$ cat src/rtl/ddcq_pkg.sv
// Shared defaults, octant encoding and fixed-point helpers for the DDC NCO mixer.
package ddcq_pkg;

  localparam int unsigned DATA_W_DEF  = 12;
  localparam int unsigned PHASE_W_DEF = 24;
  localparam int unsigned LUT_AW_DEF  = 9;
  localparam int unsigned LUT_DW_DEF  = 8;

  typedef enum logic [2:0] {
    OCT0, OCT1, OCT2, OCT3, OCT4, OCT5, OCT6, OCT7
  } oct_e;

  // floor(x / 2^sh + 1/2) on a sign-extended value
  function automatic logic signed [31:0] round_half_up(input logic signed [31:0] x,
                                                       input int unsigned     sh);
    return (x + (32'sd1 <<< (sh - 32'd1))) >>> sh;
  endfunction

  function automatic logic clips(input logic signed [31:0] x, input int unsigned w);
    logic signed [31:0] hi;
    logic signed [31:0] lo;
    hi = (32'sd1 <<< (w - 32'd1)) - 32'sd1;
    lo = -(32'sd1 <<< (w - 32'd1));
    return (x > hi) || (x < lo);
  endfunction

  function automatic logic signed [31:0] saturate(input logic signed [31:0] x,
                                                  input int unsigned     w);
    logic signed [31:0] hi;
    logic signed [31:0] lo;
    hi = (32'sd1 <<< (w - 32'd1)) - 32'sd1;
    lo = -(32'sd1 <<< (w - 32'd1));
    if (x > hi)      return hi;
    else if (x < lo) return lo;
    else             return x;
  endfunction

endpackage

$ cat src/rtl/ddcq_sincos_lut.sv
// Eighth-wave cos/sin ROM over [0, pi/4), sampled at bin centres, scaled so 2^LUT_DW-1 ~ 1.0.
module ddcq_sincos_lut
  import ddcq_pkg::*;
#(
  parameter int unsigned LUT_AW = LUT_AW_DEF,
  parameter int unsigned LUT_DW = LUT_DW_DEF
) (
  input  logic [LUT_AW-1:0] addr_i,
  output logic [LUT_DW-1:0] cos_o,
  output logic [LUT_DW-1:0] sin_o
);

  localparam int unsigned DEPTH   = 1 << LUT_AW;
  localparam longint      ONE_Q30 = 64'sd1073741824;
  localparam longint      PI_Q30  = 64'sd3373259426;
  localparam longint      SCALE   = longint'((1 << LUT_DW) - 1);

  // Elaboration-time Taylor series in Q30; angle = (idx + 0.5) * (pi/4) / DEPTH
  function automatic logic [LUT_DW-1:0] tab_val(input longint idx, input logic want_sin);
    longint x;
    longint t;
    longint s;
    x = ((2 * idx + 1) * PI_Q30) >>> (LUT_AW + 3);
    if (want_sin) begin
      t = x;
      s = x;
    end else begin
      t = ONE_Q30;
      s = ONE_Q30;
    end
    for (int unsigned n = 1; n <= 8; n++) begin
      t = (t * x) / ONE_Q30;
      t = (t * x) / ONE_Q30;
      t = -t / (want_sin ? longint'(2 * n * (2 * n + 1)) : longint'((2 * n - 1) * 2 * n));
      s = s + t;
    end
    return LUT_DW'((s * SCALE + ONE_Q30 / 2) / ONE_Q30);
  endfunction

  logic [LUT_DW-1:0] cos_tab [DEPTH];
  logic [LUT_DW-1:0] sin_tab [DEPTH];

  for (genvar g = 0; g < DEPTH; g++) begin : g_tab
    localparam logic [LUT_DW-1:0] CV = tab_val(longint'(g), 1'b0);
    localparam logic [LUT_DW-1:0] SV = tab_val(longint'(g), 1'b1);
    assign cos_tab[g] = CV;
    assign sin_tab[g] = SV;
  end

  always_comb begin
    cos_o = cos_tab[addr_i];
    sin_o = sin_tab[addr_i];
  end

endmodule

$ cat src/rtl/ddcq_nco_mixer.sv
// RX quadrature mixer: x * e^(-j*theta) from a folded eighth-wave NCO, 3-cycle latency.
// Optional phase dither via `define DDCQ_PHASE_DITHER_EN.
module ddcq_nco_mixer
  import ddcq_pkg::*;
#(
  parameter int unsigned DATA_W  = DATA_W_DEF,
  parameter int unsigned PHASE_W = PHASE_W_DEF,
  parameter int unsigned LUT_AW  = LUT_AW_DEF,
  parameter int unsigned LUT_DW  = LUT_DW_DEF
) (
  input  logic                     clk,
  input  logic                     rst_n,
  input  logic [PHASE_W-1:0]       phase_inc,
  input  logic [PHASE_W-1:0]       phase_ofs,
  input  logic                     sync_clr,
  input  logic                     in_valid,
  input  logic signed [DATA_W-1:0] in_i,
  input  logic signed [DATA_W-1:0] in_q,
  output logic                     out_valid,
  output logic signed [DATA_W-1:0] out_i,
  output logic signed [DATA_W-1:0] out_q,
  output logic                     sat
);

  localparam int unsigned TW = 3 + LUT_AW;
  localparam int unsigned CW = LUT_DW + 1;
  localparam int unsigned PW = DATA_W + LUT_DW + 1;
  localparam int unsigned SW = PW + 1;

  logic [PHASE_W-1:0]       acc_q, acc_d;
  logic [TW-1:0]            theta_top;
  oct_e                     oct;
  logic [LUT_AW-1:0]        lut_addr;
  logic [LUT_DW-1:0]        lut_c, lut_s;
  logic signed [CW-1:0]     cmag, smag;
  logic signed [CW-1:0]     cos_d, sin_d, cos_q, sin_q;
  logic signed [DATA_W-1:0] i0_q, q0_q;
  logic                     v0_q, v1_q;
  logic signed [PW-1:0]     pic_d, pqs_d, pqc_d, pis_d;
  logic signed [PW-1:0]     pic_q, pqs_q, pqc_q, pis_q;
  logic signed [SW-1:0]     ii, qi;
  logic signed [31:0]       ri, rq;
  logic signed [DATA_W-1:0] out_i_d, out_q_d, out_i_q, out_q_q;
  logic                     sat_d, sat_q, out_valid_q;

  always_comb begin
    acc_d = acc_q;
    if (sync_clr)      acc_d = in_valid ? phase_ofs + phase_inc : phase_ofs;
    else if (in_valid) acc_d = acc_q + phase_inc;
  end

`ifdef DDCQ_PHASE_DITHER_EN
  localparam int unsigned DITH_W = PHASE_W - TW;
  logic [14:0]        lfsr_q, lfsr_d;
  logic [PHASE_W-1:0] theta_dith;

  always_comb begin
    lfsr_d = lfsr_q;
    if (in_valid) lfsr_d = {lfsr_q[13:0], lfsr_q[14] ^ lfsr_q[13]};
    theta_dith = (sync_clr ? phase_ofs : acc_q) + PHASE_W'(lfsr_q[DITH_W-1:0]);
    theta_top  = theta_dith[PHASE_W-1 -: TW];
  end

  always_ff @(posedge clk or negedge rst_n) begin
    if (!rst_n) lfsr_q <= 15'h0001;
    else        lfsr_q <= lfsr_d;
  end
`else
  always_comb begin
    theta_top = sync_clr ? phase_ofs[PHASE_W-1 -: TW] : acc_q[PHASE_W-1 -: TW];
  end
`endif

  // Lookup and fold run off the pre-update phase ahead of the first register,
  // so capture/lookup share one stage and multiply/combine keep the other two.
  ddcq_sincos_lut #(
    .LUT_AW (LUT_AW),
    .LUT_DW (LUT_DW)
  ) u_lut (
    .addr_i (lut_addr),
    .cos_o  (lut_c),
    .sin_o  (lut_s)
  );

  always_comb begin
    lut_addr = theta_top[LUT_AW-1:0] ^ {LUT_AW{theta_top[LUT_AW]}};
    oct      = oct_e'(theta_top[TW-1 -: 3]);
    cmag     = $signed({1'b0, lut_c});
    smag     = $signed({1'b0, lut_s});
    cos_d    = cmag;
    sin_d    = smag;
    case (oct)
      OCT0:    begin cos_d =  cmag; sin_d =  smag; end
      OCT1:    begin cos_d =  smag; sin_d =  cmag; end
      OCT2:    begin cos_d = -smag; sin_d =  cmag; end
      OCT3:    begin cos_d = -cmag; sin_d =  smag; end
      OCT4:    begin cos_d = -cmag; sin_d = -smag; end
      OCT5:    begin cos_d = -smag; sin_d = -cmag; end
      OCT6:    begin cos_d =  smag; sin_d = -cmag; end
      OCT7:    begin cos_d =  cmag; sin_d = -smag; end
      default: begin cos_d =  cmag; sin_d =  smag; end
    endcase
  end

  always_comb begin
    pic_d = PW'(i0_q) * PW'(cos_q);
    pqs_d = PW'(q0_q) * PW'(sin_q);
    pqc_d = PW'(q0_q) * PW'(cos_q);
    pis_d = PW'(i0_q) * PW'(sin_q);
  end

  always_comb begin
    ii      = SW'(pic_q) + SW'(pqs_q);
    qi      = SW'(pqc_q) - SW'(pis_q);
    ri      = round_half_up(32'(ii), LUT_DW);
    rq      = round_half_up(32'(qi), LUT_DW);
    out_i_d = DATA_W'(saturate(ri, DATA_W));
    out_q_d = DATA_W'(saturate(rq, DATA_W));
    sat_d   = v1_q && (clips(ri, DATA_W) || clips(rq, DATA_W));
  end

  always_ff @(posedge clk or negedge rst_n) begin
    if (!rst_n) begin
      acc_q       <= '0;
      v0_q        <= 1'b0;
      v1_q        <= 1'b0;
      i0_q        <= '0;
      q0_q        <= '0;
      cos_q       <= '0;
      sin_q       <= '0;
      pic_q       <= '0;
      pqs_q       <= '0;
      pqc_q       <= '0;
      pis_q       <= '0;
      out_valid_q <= 1'b0;
      out_i_q     <= '0;
      out_q_q     <= '0;
      sat_q       <= 1'b0;
    end else begin
      acc_q       <= acc_d;
      v0_q        <= in_valid;
      v1_q        <= v0_q;
      out_valid_q <= v1_q;
      sat_q       <= sat_d;
      if (in_valid) begin
        i0_q  <= in_i;
        q0_q  <= in_q;
        cos_q <= cos_d;
        sin_q <= sin_d;
      end
      if (v0_q) begin
        pic_q <= pic_d;
        pqs_q <= pqs_d;
        pqc_q <= pqc_d;
        pis_q <= pis_d;
      end
      if (v1_q) begin
        out_i_q <= out_i_d;
        out_q_q <= out_q_d;
      end
    end
  end

  always_comb begin
    out_valid = out_valid_q;
    out_i     = out_i_q;
    out_q     = out_q_q;
    sat       = sat_q;
  end

endmodule

$ cat config.mk
export PLATFORM = sky130hd
export DESIGN_NAME = ddcq_nco_mixer
export DESIGN_NICKNAME = d
export VERILOG_FILES = /design/src/rtl/ddcq_pkg.sv /design/src/rtl/ddcq_sincos_lut.sv /design/src/rtl/ddcq_nco_mixer.sv
export SDC_FILE = /design/constraint.sdc
export NUM_CORES = 2
export LEC_CHECK = 0
export BUFFER_PORTS_ARGS = -buffer_cell sky130_fd_sc_hd__buf_4
export CAP_MARGIN = 20
export CORE_MARGIN = 4
export CORE_UTILIZATION = 65
export CTS_BUF_LIST = sky130_fd_sc_hd__clkbuf_16
export DETAILED_ROUTE_END_ITERATION = 8
export PLACE_DENSITY = 0.83
export SETUP_SLACK_MARGIN = 0.05
export SYNTH_ARGS = -nofsm -noshare
export SYNTH_HDL_FRONTEND = slang
export SYNTH_SLANG_ARGS = --single-unit
$ cat constraint.sdc
create_clock -name clk -period 18.3 [get_ports clk]
set_input_delay 0.915 -clock clk [delete_from_list [all_inputs] [get_ports clk]]
set_output_delay 0.915 -clock clk [all_outputs]
set_load 0.05 [all_outputs]
==> metrics.yaml <==
run_status: "finished, final reports clean"
ys_top_cells_by_count: "444 x inv_1, 366 x fa_1, 356 x nand2_1"
grt_max_degree: 110
htreeDepth: 4
hold_start: "v1_q$_DFF_PN0_"
relSlewSlack: 0.3343
netlist_instances: 3427
path_common_cell: "fa_1"
nNetsFinal: 4143
wl_per_cell_um: 20.51
drtPass1Iterations: 7
routed_wl_um: 82050
syn_to_final_growth_pct: 4.875
crit_slowest_cell: "dfrtp_1"
portBuffers: 101
numCtsBuffers: 17
drt_iter0_drc: 2294
clock.fmax_ghz: 0.1482
ff2ff_path_depth: 22
dp.cells: 3968
io_pins: 102
cts_tree: "yes"
synth_cell_types: 94
core_area_um2: 46460
cp_max_fo: 25
synth_area_leaders: "fa_1 24%, dfrtp_1 15%, ha_1 13%"
synth_top_area_cell: "fa_1"
timing.rr.end: "pic_q[19]$_DFFE_PN0P_"
grt_pass1_wl_um: 134500
initial_core_util: 0.6574
critPathCaptureType: "flip-flop"
critPathLaunch: "cos_q[0]$_DFFE_PN0P_"
min_period_ps: 6750
fin_area_um2: 32030
path_cells: "nand2_1 > fa_1 > inv_1 > fa_1 > ha_1 > inv_1 > fa_1 > inv_1 > ha_1 > ha_1 > fa_1 > a21o_1 > a21oi_1 > o21bai_1 > a21oi_1 > o21bai_1 > a21oi_1 > nor2b_1 > o311ai_0 > a2111oi_0 > or3_1 > a31o_2"
grt_util_all_layers: 0.3307
syn_avg_cell_area_um2: 8.911
async_flop_share: 1.000
die_height_um: 224.8
yosysWarningCount: 0
tns_ps: 0
maxSlewViolCount: 0
drive_gt1_frac: 0.09225
crit_required_ps: 18660
worst-setup-path-type: "flip-flop to flip-flop"
cts_sinks: 178
yosysMostFrequentCell: "inv_1"
clk_latency_ps: 480
netlist.area_leader.share: 0.2399
place.gp.congestion: 0.9393
post-route-drc-count: 0
cts_hold_buf: 0
finalHoldViolCount: 0
hold_path_end: "out_valid$_DFF_PN0_"
ys_seq_area_frac: 0.1459
synth_nets: 4190
finClkSkew_ps: 15.56
root_buffer: "clkbuf_16"
post-route-period-util: 0.3688
setup_viol: 0
die_w_um: 224.8
ant_nets: 0
cts_setup_buffers: 0
synth_flop_cell: "dfrtp_1"
antenna_found_initial: 2
tightestPinTransition_ps: 998.5
rsz0062_at_grt: "false"
post_dp_cell_area_um2: 31470
die_area_um2: 50510
max_cap_viol_count: 0
synth-edff-count: 0
synth_area_um2: 30540
synth-seq-cells: 178
clkTransAtPathRegs_ps: 70
dp_hpwl_um: 62910
cts_resized: 0
min_path_cells: 0
num_rows: 79
instances_no_fill: 4000
crit_path_max_incr_delay_ps: 990
clockBufferDepth: 2
viasPerCell: 6.319
r2r_setup_slack_ps: 11550
via_count: 25277
timing.rr.start: "cos_q[0]$_DFFE_PN0P_"
grt_pass1_vias: 26301
start_kind: "flip-flop"
grt_overflow: 0
cp.arrival_ps: 7110
diodes: 0
hp-class: "flip-flop to flip-flop"
-- through the flow --
step                utilization  hold slack (ps)  setup WS [ps]
finish                   0.6894            406.4          11550
global route             0.6894            432.6          11170
global placement         0.6772            380.6          11910
CTS                      0.6894            407.4          11610
detailed placement       0.6774            391.7          11640
floorplan                     -            351.9          11780
-- worst max-delay path, delay by kind of cell (launching register included) --
kind            cells  cell delay, ps
compound gates      9            2110
fa+ha+maj           7            2750
buf+inv             3             140
flops               1             990
simple gates        3             630
-- cell usage in the layout (no fill, tap or decap), drive strengths merged, types with 19 or more instances in the layout --
cell type and instances:
inv 454, fa 366, nand2 357, ha 321
nor2 206, and2 179, dfrtp 178, a21oi 175
xnor2 135, buf 131, o21ai 125, mux2 79
nor3 48, a21o 44, nand3 43, xor2 42
a31oi 36, a211oi 36, mux2i 31, nand2b 30
o21bai 26, o211ai 24, o31ai 20, mux4 19
nor2b 19
-- cells by family (layout without fill, tap and decap cells) --
kind of cell,after synthesis,in the layout,synth area share
AOI/OAI and AO/OA,660,660,0.1456
muxes,129,129,0.05424
adders and majority gates,687,687,0.3714
DFF,178,178,0.1459
and+or+nand+nor,950,950,0.1471
buffers and inverters,646,612,0.08325
xor gates and xnor gates,177,177,0.05248
-- sequential cells by signal, summed over array words and instances (netlist names) --
register,cells
acc_q,24
pic_q,21
pis_q,21
pqc_q,21
pqs_q,21
i0_q,12
out_i,12
out_q,12
q0_q,12
cos_q,9
sin_q,9
out_valid,1
sat,1
v0_q,1
v1_q,1
-- per-layer routing --
| metal | share of wire | GRT usage |
|---|---|---|
| met1 | 0.38 | 0.4283 |
| met5 | 0.00016 | 0 |
| met4 | 0.040 | 0.1287 |
| met2 | 0.49 | 0.5542 |
| met3 | 0.086 | 0.06382 |
-- worst max-delay path by stage --
stage / slack [ps] / to
2_1_floorplan: 11780 / sin_q[1]$_DFFE_PN0P_
4_1_cts: 11610 / pis_q[19]$_DFFE_PN0P_
3_5_place_dp: 11640 / pis_q[19]$_DFFE_PN0P_
6_report: 11550 / pic_q[19]$_DFFE_PN0P_
3_3_place_gp: 11910 / pis_q[19]$_DFFE_PN0P_
5_1_grt: 11170 / pic_q[19]$_DFFE_PN0P_
-- area by class of cell --
class	count	area [µm²]
Clock inverter	15	135.1
Timing Repair Buffer	132	997.2
Clock buffer	17	425.4
Inverter	448	1682
Sequential cell	178	4458
Fill cell	3596	14430
Multi-Input combinational cell	2603	23570
Tap cell	607	759.5
Power is left out: the tool's default activity adds up to more than one toggle a clock period on the data nets, which glitch-free logic cannot reach.
